<file path="src/rtl/muxn_pkg.sv">
// ---------------------------------------------------------------------------
// muxn_pkg
// Shared types and constants for the muxn_scan selector.
//   state_e     : selector operating state (manual select / automatic scan)
//   MODE_MANUAL : value of the MODE input that requests manual selection
//   MODE_SCAN   : value of the MODE input that requests channel scanning
// ---------------------------------------------------------------------------
package muxn_pkg;

  typedef enum logic {
    ST_MANUAL = 1'b0,
    ST_SCAN   = 1'b1
  } state_e;

  localparam logic MODE_MANUAL = 1'b0;
  localparam logic MODE_SCAN   = 1'b1;

endpackage : muxn_pkg

</file>
<file path="src/rtl/muxn_dwell_cnt.sv">
// ---------------------------------------------------------------------------
// muxn_dwell_cnt
// Dwell-time counter for the scan mode of muxn_scan. Counts EN cycles
// spent on the current channel and flags the last one of each dwell period.
// Ports:
//   CLK   in  system clock, rising edge
//   RST   in  synchronous active-high reset (count -> 0)
//   i_en  in  1 = advance/clear this cycle, 0 = hold
//   i_clr in  force the count to 0 (manual mode, scan entry)
//   o_tc  out terminal count: count equals DWELL-1
// ---------------------------------------------------------------------------
module muxn_dwell_cnt #(
  parameter int DWELL = 16
) (
  input  logic CLK,
  input  logic RST,
  input  logic i_en,
  input  logic i_clr,
  output logic o_tc
);

  localparam int CW = $clog2(DWELL + 1);
  localparam logic [CW-1:0] LAST = CW'(DWELL - 1);

  logic [CW-1:0] r_cnt;
  logic          w_tc;

  assign w_tc = (r_cnt == LAST);
  assign o_tc = w_tc;

  always_ff @(posedge CLK) begin
    if (RST) begin
      r_cnt <= '0;
    end else if (i_en) begin
      if (i_clr || w_tc) begin
        r_cnt <= '0;
      end else begin
        r_cnt <= r_cnt + 1'b1;
      end
    end
  end

endmodule : muxn_dwell_cnt

</file>
<file path="src/rtl/muxn_scan.sv">
// ---------------------------------------------------------------------------
// muxn_scan
// N-channel, W-bit registered selector with manual select and automatic
// dwell-timed channel scan.
// Ports:
//   CLK  in  system clock, rising edge
//   RST  in  synchronous active-high reset, overrides EN
//   DIN  in  packed channel data, channel k at DIN[k*W +: W]
//   MODE in  0 = manual, 1 = scan
//   SEL  in  requested channel in manual mode
//   EN   in  1 = run, 0 = freeze all state (CHG forced low)
//   Y    out registered data of the channel shown on CH
//   CH   out channel currently driving Y
//   CHG  out one-cycle pulse after CH changes
//   ERR  out high while a manual request is out of range (SEL >= N)
// ---------------------------------------------------------------------------
module muxn_scan
  import muxn_pkg::*;
#(
  parameter int W     = 8,
  parameter int N     = 4,
  parameter int SELW  = $clog2(N),
  parameter int DWELL = 16
) (
  input  logic              CLK,
  input  logic              RST,
  input  logic [N*W-1:0]    DIN,
  input  logic              MODE,
  input  logic [SELW-1:0]   SEL,
  input  logic              EN,
  output logic [W-1:0]      Y,
  output logic [SELW-1:0]   CH,
  output logic              CHG,
  output logic              ERR
);

  localparam logic [SELW:0]   NLIM = (SELW + 1)'(N);
  localparam logic [SELW-1:0] LAST = SELW'(N - 1);

  state_e          r_state;
  logic [SELW-1:0] r_ch;
  logic [W-1:0]    r_y;
  logic            r_chg;
  logic            r_err;

  logic            w_man;
  logic            w_sel_ok;
  logic            w_tc;
  logic [SELW-1:0] w_ch_n;
  logic            w_err_n;
  logic [W-1:0]    w_y_n;

  // Manual rules apply in MANUAL and also on the cycle SCAN drops MODE, so a
  // mode change back to manual wins over a coincident dwell boundary.
  assign w_man    = (r_state == ST_MANUAL) || (MODE == MODE_MANUAL);
  assign w_sel_ok = ({1'b0, SEL} < NLIM);

  // The counter is held at 0 whenever manual rules apply; this also zeroes it
  // on the MANUAL->SCAN entry cycle so a fresh scan dwells a full period.
  muxn_dwell_cnt #(
    .DWELL (DWELL)
  ) u_dwell (
    .CLK   (CLK),
    .RST   (RST),
    .i_en  (EN),
    .i_clr (w_man),
    .o_tc  (w_tc)
  );

  always_comb begin
    w_ch_n  = r_ch;
    w_err_n = 1'b0;
    if (w_man) begin
      if (w_sel_ok) begin
        w_ch_n = SEL;
      end else begin
        w_err_n = 1'b1;
      end
    end else if (w_tc) begin
      // Explicit wrap keeps non-power-of-two N from ever reaching index N.
      w_ch_n = (r_ch == LAST) ? '0 : r_ch + 1'b1;
    end
  end

  // Slice by the next channel so Y and CH always update together.
  assign w_y_n = DIN[int'(w_ch_n) * W +: W];

  always_ff @(posedge CLK) begin
    if (RST) begin
      r_state <= ST_MANUAL;
      r_ch    <= '0;
      r_y     <= '0;
      r_chg   <= 1'b0;
      r_err   <= 1'b0;
    end else if (EN) begin
      case (r_state)
        ST_MANUAL: if (MODE == MODE_SCAN)   r_state <= ST_SCAN;
        ST_SCAN:   if (MODE == MODE_MANUAL) r_state <= ST_MANUAL;
        default:                            r_state <= ST_MANUAL;
      endcase
      r_ch  <= w_ch_n;
      r_y   <= w_y_n;
      r_chg <= (w_ch_n != r_ch);
      r_err <= w_err_n;
    end else begin
      r_chg <= 1'b0;
    end
  end

  assign Y   = r_y;
  assign CH  = r_ch;
  assign CHG = r_chg;
  assign ERR = r_err;

endmodule : muxn_scan

</file>
<file path="config.mk">
export PLATFORM = sky130hd
export DESIGN_NAME = muxn_scan
export DESIGN_NICKNAME = d
export VERILOG_FILES = /design/src/rtl/muxn_pkg.sv /design/src/rtl/muxn_dwell_cnt.sv /design/src/rtl/muxn_scan.sv
export SDC_FILE = /design/constraint.sdc
export NUM_CORES = 1
export LEC_CHECK = 0
export CORE_AREA = 2 2 62 50
export DETAILED_ROUTE_END_ITERATION = 8
export DIE_AREA = 0 0 64 52
export PLACE_DENSITY = 0.77
export SLEW_MARGIN = 5
export SYNTH_ARGS = -nofsm -noshare
export SYNTH_HDL_FRONTEND = slang
export SYNTH_SLANG_ARGS = --single-unit
</file>
<file path="constraint.sdc">
create_clock -name CLK -period 2.92 [get_ports CLK]
set_clock_uncertainty 0.2 [all_clocks]
set_input_delay 0.876 -clock CLK [delete_from_list [all_inputs] [get_ports CLK]]
set_output_delay 0.876 -clock CLK [all_outputs]
set_load 0.005 [all_outputs]
</file>
==> flow_summary.json, run 1 <==
{
  "place.gp.congestion": 0.8016,
  "rsz0062_at_grt": "false",
  "clk_pin_slew_ns": 0.11,
  "end_kind": "flip-flop",
  "die_area_mm2": 0.003328,
  "diodes": 0,
  "avgRoutedWirePerCell_um": 13.18,
  "synth.avg_cell_area_um2": 10.98,
  "dp_hpwl_mm": 1.848,
  "antenna_found_initial": 0,
  "n_fill_cell": 252,
  "drv_slew": 0,
  "ioPinCount": 50,
  "synth_top_area_cell": "dfxtp_1",
  "place_ws_ns": -0.02294,
  "ff_latch_area_um2": 340.3,
  "slew_headroom_pct": 63.21,
  "cap_violations": 0,
  "hold_depth": 2,
  "finalSetupViolCount": 0,
  "synthCells": 95,
  "cts_tree": "built",
  "fp-row-count": 17,
  "die_x_um": 64,
  "crit_path_max_fanout": 18,
  "hold_viol": 0,
  "grt_pass1_wl_mm": 3.912,
  "vias": 900,
  "tightest_slew_ns": 0.5519,
  "p_leak_nw": 0.6048,
  "ys_seq_area_share_pct": 32.61,
  "core_mm2": 0.002744,
  "drc": 0,
  "yosys_warnings": 0,
  "firstDrtPassIters": 4,
  "syn_area_mm2": 0.001044,
  "power_density_mw_per_mm2": 353.1,
  "finalPower_mw": 0.5668,
  "grt_max_degree": 19,
  "arrival_ns": 2.61,
  "initial_core_util_pct": 38.03,
  "vdd_ir_drop_max_uv": 213.1,
  "hold_slack_ns": 0.2860,
  "grt_overflow_total": 0,
  "clockBufferDepth": 2,
  "placed_area_mm2": 0.001575,
  "cp.required_ns": 2.91,
  "cts_buffers": 3,
  "finalNetCount": 187,
  "dieHeight_um": 52,
  "clk-insertion-delay-late_ns": 0.30,
  "area_delta_synth_final_pct": 53.84,
  "r2r_cells": 8,
  "min_period_ns": 2.620,
  "fin_area_mm2": 0.001605,
  "synthesis.nets": 136,
  "cts.sinks": 17,
  "via_per_inst": 4.918,
  "hold_path_class": "reg2reg",
  "setup_tns_ns": 0,
  "synth-seq-cells": 17,
  "min_period_over_period_pct": 89.74,
  "drtAntennaViolNets": 0,
  "critical_path_class": "in2reg",
  "yosys-top-cells-area": "dfxtp_1 33%, mux2_2 8.6%, mux2_4 8.6%",
  "synthDistinctLibCells": 32,
  "drt_iter0_drc": 52,
  "synth_top_area_share_pct": 32.61,
  "post-place-cells": 179,
  "portBuffers": 48,
  "totalWireLength_mm": 2.412,
  "clock-root-buffer": "clkbuf_4",
  "timing.final.ws_setup_ns": 0.2997,
  "grt_pass1_vias": 911,
  "cts_resized": 0,
  "grt_util_all_layers_pct": 15.47,
  "timing.fmax_ghz": 0.3816,
  "cp-start-kind": "input pin",
  "ctsHoldBuffers": 0,
  "cts_setup_buffers": 0,
  "drive_above_1_share_pct": 19.31,
  "htree_levels": 1,
  "fin_util_pct": 58.50,
  "status": "complete, no violations",
  "final_cells": 183,
  "multiInputGateArea_um2": 668.1
}
[metal layers]
metal	vias up	part of all wire [%]	routed length (um)	track usage, %
met4	0	0.25	6	4.348
li1	450	-	-	-
met1	418	42	1020	15.85
met2	30	51	1223	30.21
met5	-	0	0	0
met3	2	6.7	162	4.978
[layout by cell type, fill, tap and decap left out, drive strengths merged]
cell	synthesis	routed
a211oi	1	1
a21oi	4	4
a221o	8	8
a311oi	1	1
a31oi	1	1
and2	1	1
and3	1	1
buf	4	3
clkbuf	1	3
clkdlybuf4s50	0	48
clkinvlp	0	1
conb	1	1
dfxtp	17	17
ha	3	3
inv	1	1
mux2	16	16
mux2i	5	5
nand2	2	2
nand2b	3	3
nand4	1	1
nor2	9	9
nor3b	8	8
o21ai	1	1
or3b	1	1
xnor2	3	3
xor2	2	2
[cells by family after synthesis]
family | share of synthesized area (%)
AO/OA/AOI/OAI | 16.43
other | 0.3594
buffers and inverters | 3.356
multiplexers | 24.58
adder cells (fa/ha/maj) | 3.598
XOR/XNOR | 4.197
flip-flops | 32.61
AND/OR/NAND/NOR | 14.87
[state kept, by name (all words and copies together) (netlist names)]
signal	cells
CH	2
Y	8
u_dwell.r_cnt	5
r_state	1
CHG	1
[cell usage after synthesis, drive strengths merged]
library cell  count
inv               1
ha                3
nor2              9
conb              1
nand2             2
a31oi             1
or3b              1
xor2              2
nand4             1
and3              1
nand2b            3
a311oi            1
clkbuf            1
a211oi            1
xnor2             3
nor3b             8
a21oi             4
mux2             16
dfxtp            17
a221o             8
o21ai             1
mux2i             5
buf               4
and2              1
[power breakdown]
| part | internal (mW) | switching, mW |
|---|---|---|
| logic | 0.119 | 0.0578 |
| clock network | 0.0522 | 0.0804 |
| registers | 0.247 | 0.00985 |
| total | 0.419 | 0.148 |
[worst max-delay path, cell delays in order]
cell	delay, ns
clkdlybuf4s50_1	0.49
and2_4	0.23
a21oi_4	0.14
buf_12	0.18
mux2_2	0.35
a221o_1	0.33
[area by class of cell]
class	count	share of cell area, %
inverter	1	0.2338
timing repair buffer	51	32.11
sequential	17	21.20
clock inverter	1	0.4677
clock buffer	3	1.403
tap	38	2.962
multi-input combinational	72	41.62
[worst paths after layout]
| kind | to | from | slack [ns] |
|---|---|---|---|
| worst max-delay path | Y[2]$_SDFFE_PP0P_ | MODE | 0.30 |
| worst min-delay path | u_dwell.r_cnt[4]$_SDFFE_PP0P_ | u_dwell.r_cnt[4]$_SDFFE_PP0P_ | 0.29 |
| worst max register to register | Y[2]$_SDFFE_PP0P_ | u_dwell.r_cnt[0]$_SDFFE_PP0P_ | 0.40 |
| worst min register to register | u_dwell.r_cnt[4]$_SDFFE_PP0P_ | u_dwell.r_cnt[4]$_SDFFE_PP0P_ | 0.29 |
(Power assumes the default switching activity.)
==> run 2, diff against run 1 <==
CORE_AREA = 2 2 60 48   (was 2 2 62 50)
DIE_AREA = 0 0 62 50   (was 0 0 64 52)
PLACE_DENSITY = 0.82   (was 0.77)
clock period = 3.3 ns   (was 2.92 ns; I/O delays follow)
==> run 2 against run 1 <==
Total power is 12% lower. Sequential power is 11% lower. Critical endpoint is now Y[5]$_SDFFE_PP0P_. Sequential share of layout area is 0.083 points higher. Utilization is 5.4 points higher. Critical path depth stayed put. Worst hold slack better by 0.0032 ns. Cell count is 1.1% lower.
==> flow_summary.json, run 2 (synthesized netlist as in run 1, its figures left out) <==
{
  "end_kind": "flip-flop",
  "finalSetupViolCount": 0,
  "clk-insertion-delay-late_ns": 0.29,
  "core_mm2": 0.002502,
  "drtAntennaViolNets": 0,
  "place.gp.congestion": 0.7220,
  "clockBufferDepth": 2,
  "place_ws_ns": 0.2093,
  "ctsHoldBuffers": 0,
  "tightest_slew_ns": 0.5081,
  "slew_headroom_pct": 66.13,
  "crit_chain": "clkdlybuf4s50_1 > and2_4 > a21oi_4 > buf_12 > mux2_2 > a221o_1",
  "fp-row-count": 16,
  "grt_pass1_wl_mm": 4.291,
  "fin_area_mm2": 0.001599,
  "dieHeight_um": 50,
  "initial_core_util_pct": 41.70,
  "portBuffers": 48,
  "crit_path_max_fanout": 18,
  "placed_area_mm2": 0.001573,
  "critical_path_class": "in2reg",
  "layout_commonest_cell": "clkdlybuf4s50_1",
  "ioPinCount": 50,
  "grt_max_degree": 19,
  "antenna_found_initial": 0,
  "p_leak_nw": 0.6058,
  "cts_setup_buffers": 0,
  "cts_resized": 0,
  "drv_slew": 0,
  "hold_path_class": "reg2reg",
  "grt_pass1_vias": 934,
  "cap_violations": 0,
  "hold_slack_ns": 0.2892,
  "finalPower_mw": 0.4974,
  "vias": 912,
  "die_area_mm2": 0.003100,
  "firstDrtPassIters": 4,
  "cts_buffers": 3,
  "power_density_mw_per_mm2": 311.0,
  "totalWireLength_mm": 2.586,
  "grt_overflow_total": 0,
  "arrival_ns": 2.76,
  "vdd_ir_drop_max_uv": 154.1,
  "avgRoutedWirePerCell_um": 14.29,
  "min_period_over_period_pct": 84.22,
  "drc": 0,
  "min_period_ns": 2.779,
  "clock-root-buffer": "clkbuf_4",
  "critPathMaxStageDelay_ns": 0.49,
  "diodes": 0,
  "cts_tree": "built",
  "drt_iter0_drc": 68,
  "final_cells": 181,
  "grt_util_all_layers_pct": 18.92,
  "finalNetCount": 187,
  "n_fill_cell": 213,
  "cp.required_ns": 3.28,
  "drive_above_1_share_pct": 18.62,
  "critPathBufInv": 2,
  "post-place-cells": 177,
  "cp-start-kind": "input pin",
  "layout_common_cells": "48 x clkdlybuf4s50_1, 17 x dfxtp_1",
  "setup_tns_ns": 0,
  "htree_levels": 1,
  "via_per_inst": 5.039,
  "timing.fmax_ghz": 0.3598,
  "fin_util_pct": 63.90,
  "die_x_um": 62,
  "clk_pin_slew_ns": 0.10,
  "dp_hpwl_mm": 2.056,
  "largest_register_ffs": 8,
  "area_delta_synth_final_pct": 53.24,
  "timing.final.ws_setup_ns": 0.5208,
  "rsz0062_at_grt": "false",
  "status": "complete, no violations",
  "hold_viol": 0,
  "cts.sinks": 17,
  "slowest_stage": "clkdlybuf4s50_1",
  "cpLargestDelayFamily": "buffers and inverters"
}
[run 2: cell count changes in the layout (fill, tap and decap cells not counted)]
cell,before,now
clkinvlp_4,1,0
clkbuf_1,0,1
[run 2: final cells by class]
type / count / area [um^2] / share of cell area [%]
multi-input cells: 72 / 668.1 / 41.78
well taps: 36 / 45.04 / 2.817
repair buffers: 51 / 515.5 / 32.24
flip-flops and latches: 17 / 340.3 / 21.28
clock buffers: 4 / 26.28 / 1.643
inverters: 1 / 3.754 / 0.2347
[run 2: path summary, 6_finish.rpt]
check	cells after the start	to	slack, ns	start
max	6	Y[5]$_SDFFE_PP0P_	0.52	MODE
max reg2reg	8	Y[5]$_SDFFE_PP0P_	0.75	u_dwell.r_cnt[0]$_SDFFE_PP0P_
min reg2reg	2	u_dwell.r_cnt[4]$_SDFFE_PP0P_	0.29	u_dwell.r_cnt[4]$_SDFFE_PP0P_
min	2	u_dwell.r_cnt[4]$_SDFFE_PP0P_	0.29	u_dwell.r_cnt[4]$_SDFFE_PP0P_
[run 2: report_power, final]
group | internal [mW] | total [mW] | switching, mW | leakage, nW
registers | 0.219 | 0.228 | 0.00943 | 0.140
clock network | 0.0470 | 0.112 | 0.0649 | 0.0150
logic | 0.105 | 0.157 | 0.0517 | 0.451
total | 0.371 | 0.497 | 0.126 | 0.606
[run 2: per-layer routing]
layer / global-route usage, % / up-vias / wire, um
met5: 0 / - / 0
met4: 7.447 / 0 / 60
met3: 3.937 / 6 / 98
met2: 31.25 / 28 / 1350
met1: 23.30 / 427 / 1076
li1: - / 451 / -
[run 2: worst register-to-register path, stage by stage, from the launching register on]
cell     delay (ns)
dfxtp_1        0.35
ha_1           0.22
and3_1         0.18
ha_1           0.22
mux2i_2        0.19
a21oi_4        0.19
buf_12         0.18
mux2_2         0.36
a221o_1        0.36
==> run 3, diff against run 2 <==
CORE_AREA = 2 2 62 50   (was 2 2 60 48)
DIE_AREA = 0 0 64 52   (was 0 0 62 50)
PLACE_DENSITY = 0.77   (was 0.82)
clock period = 2.6 ns   (was 3.3 ns; I/O delays follow)
==> run 3 against run 2 <==
Die area increased by 7.4%. Cell count is 3.3% higher. Routed wire length is 2.2% higher. First-iteration DRC count decreased by 44%. Register-to-register slack got worse by 0.67 ns. Critical path depth rose by 2. Global-route usage down 2.4 points.
==> flow_summary.json, run 3 (synthesized netlist as in run 1, its figures left out) <==
{
  "cpLargestDelayFamily": "multiplexers",
  "dp_hpwl_mm": 2.008,
  "grt_overflow_total": 0,
  "firstDrtPassIters": 4,
  "totalWireLength_mm": 2.644,
  "hold_start": "u_dwell.r_cnt[4]$_SDFFE_PP0P_",
  "crit_chain": "ha_1 > and3_1 > ha_1 > mux2i_2 > a21oi_4 > buf_4 > mux2_2 > a221o_1",
  "antenna_found_initial": 0,
  "clock-root-buffer": "clkbuf_4",
  "drtAntennaViolNets": 0,
  "power_density_mw_per_mm2": 393.7,
  "cts_tree": "built",
  "cp-start-kind": "flip-flop",
  "finalSetupViolCount": 0,
  "drv_slew": 0,
  "r2r-end": "Y[7]$_SDFFE_PP0P_",
  "fin_area_mm2": 0.001632,
  "initial_core_util_pct": 38.03,
  "cts_resized": 0,
  "fp-row-count": 17,
  "largest_register_ffs": 8,
  "dr_wl_met2_mm": 1.354,
  "die_area_mm2": 0.003328,
  "diodes": 0,
  "finalPower_mw": 0.6424,
  "vias": 950,
  "rsz0062_at_grt": "false",
  "met1Wirelength_mm": 1.114,
  "core_mm2": 0.002744,
  "layout_commonest_cell": "clkdlybuf4s50_1",
  "r2r-start": "u_dwell.r_cnt[0]$_SDFFE_PP0P_",
  "drt_iter0_drc": 38,
  "ctsHoldBuffers": 0,
  "hold_slack_ns": 0.2852,
  "timing.final.ws_setup_ns": 0.07682,
  "critPathBufInv": 1,
  "p_leak_nw": 0.6256,
  "grt_util_all_layers_pct": 16.50,
  "htree_levels": 1,
  "critPathMaxStageDelay_ns": 0.35,
  "hold_viol": 0,
  "critical_path_class": "reg2reg",
  "cp-startpoint": "u_dwell.r_cnt[0]$_SDFFE_PP0P_",
  "top_layer_used": "met4",
  "hold_path_class": "reg2reg",
  "crit_end": "Y[7]$_SDFFE_PP0P_",
  "via_per_inst": 5.080,
  "ioPinCount": 50,
  "vdd_ir_drop_max_uv": 171.6,
  "r2r_slack_ns": 0.08,
  "r2r_cells": 8,
  "cp.required_ns": 2.60,
  "clk_pin_slew_ns": 0.10,
  "cts_buffers": 3,
  "cap_violations": 0,
  "end_kind": "flip-flop",
  "dieHeight_um": 52,
  "clk-insertion-delay-late_ns": 0.30,
  "avgRoutedWirePerCell_um": 14.14,
  "crit_path_max_fanout": 6,
  "tightest_slew_ns": 0.5362,
  "layout_common_cells": "48 x clkdlybuf4s50_1, 17 x dfxtp_1",
  "n_fill_cell": 248,
  "portBuffers": 48,
  "worst-path-stages": 8,
  "drive_above_1_share_pct": 20.81,
  "timing.fmax_ghz": 0.3963,
  "placed_area_mm2": 0.001605,
  "routed-wl-met3_um": 145,
  "finalNetCount": 191,
  "grt_max_degree": 19,
  "grt_pass1_vias": 999,
  "grt_pass1_wl_mm": 4.257,
  "clockBufferDepth": 2,
  "arrival_ns": 2.52,
  "crit_top_cell": "ha_1",
  "place.gp.congestion": 0.8096,
  "place_ws_ns": -0.2136,
  "area_delta_synth_final_pct": 56.35,
  "post-place-cells": 183,
  "cts_setup_buffers": 0,
  "min_period_ns": 2.523,
  "slowest_stage": "dfxtp_1",
  "status": "complete, no violations",
  "min_period_over_period_pct": 97.05,
  "drc": 0,
  "die_x_um": 64,
  "final_cells": 187,
  "cts.sinks": 17,
  "slew_headroom_pct": 64.25
}
## run 3: cell count changes in the layout (fill, tap and decap cells not counted)
| cell | change |
|---|---|
| buf_4 | +4 |
## run 3: where the power goes
part	switching [mW]	total [mW]	internal (mW)
clock	0.0871	0.147	0.0597
combinational	0.0676	0.206	0.138
sequential	0.0118	0.290	0.278
total	0.167	0.642	0.476
## run 3: per-stage QoR
step | TNS (ns) | util [%]
after global placement | -1.026 | 58.50
after detailed placement | -1.477 | 58.50
after global routing | 0 | 59.46
final | 0 | 59.46
after CTS | 0 | 59.46
after floorplan | 0 | -
## run 3: metal layers
layer,vias to the layer above,GRT usage (%)
li1,460,-
met2,36,30.90
met3,4,2.597
met1,450,18.23
met4,0,8.333
met5,-,0
## run 3: worst min path at each step
stage	to	slack [ns]	cells after the start
floorplan	u_dwell.r_cnt[4]$_SDFFE_PP0P_	0.26	2
global placement	u_dwell.r_cnt[4]$_SDFFE_PP0P_	0.27	2
detailed placement	u_dwell.r_cnt[4]$_SDFFE_PP0P_	0.27	2
CTS	u_dwell.r_cnt[4]$_SDFFE_PP0P_	0.29	2
global route	u_dwell.r_cnt[4]$_SDFFE_PP0P_	0.35	2
finish	u_dwell.r_cnt[4]$_SDFFE_PP0P_	0.29	2
## run 3: cell type report
cell class	instances	area, um^2	area share, %
Clock buffer	4	26.28	1.610
Inverter	1	3.754	0.2301
Multi-Input combinational cell	72	668.1	40.95
Sequential cell	17	340.3	20.86
Tap cell	38	47.55	2.914
Timing Repair Buffer	55	545.5	33.44
## run 3: worst min-delay path, delay by kind of cell, from the launching register on
family,cells,cell delay [ns]
AND/OR/NAND/NOR,1,0.08
AO/OA/AOI/OAI,1,0.05
flip-flops,1,0.32
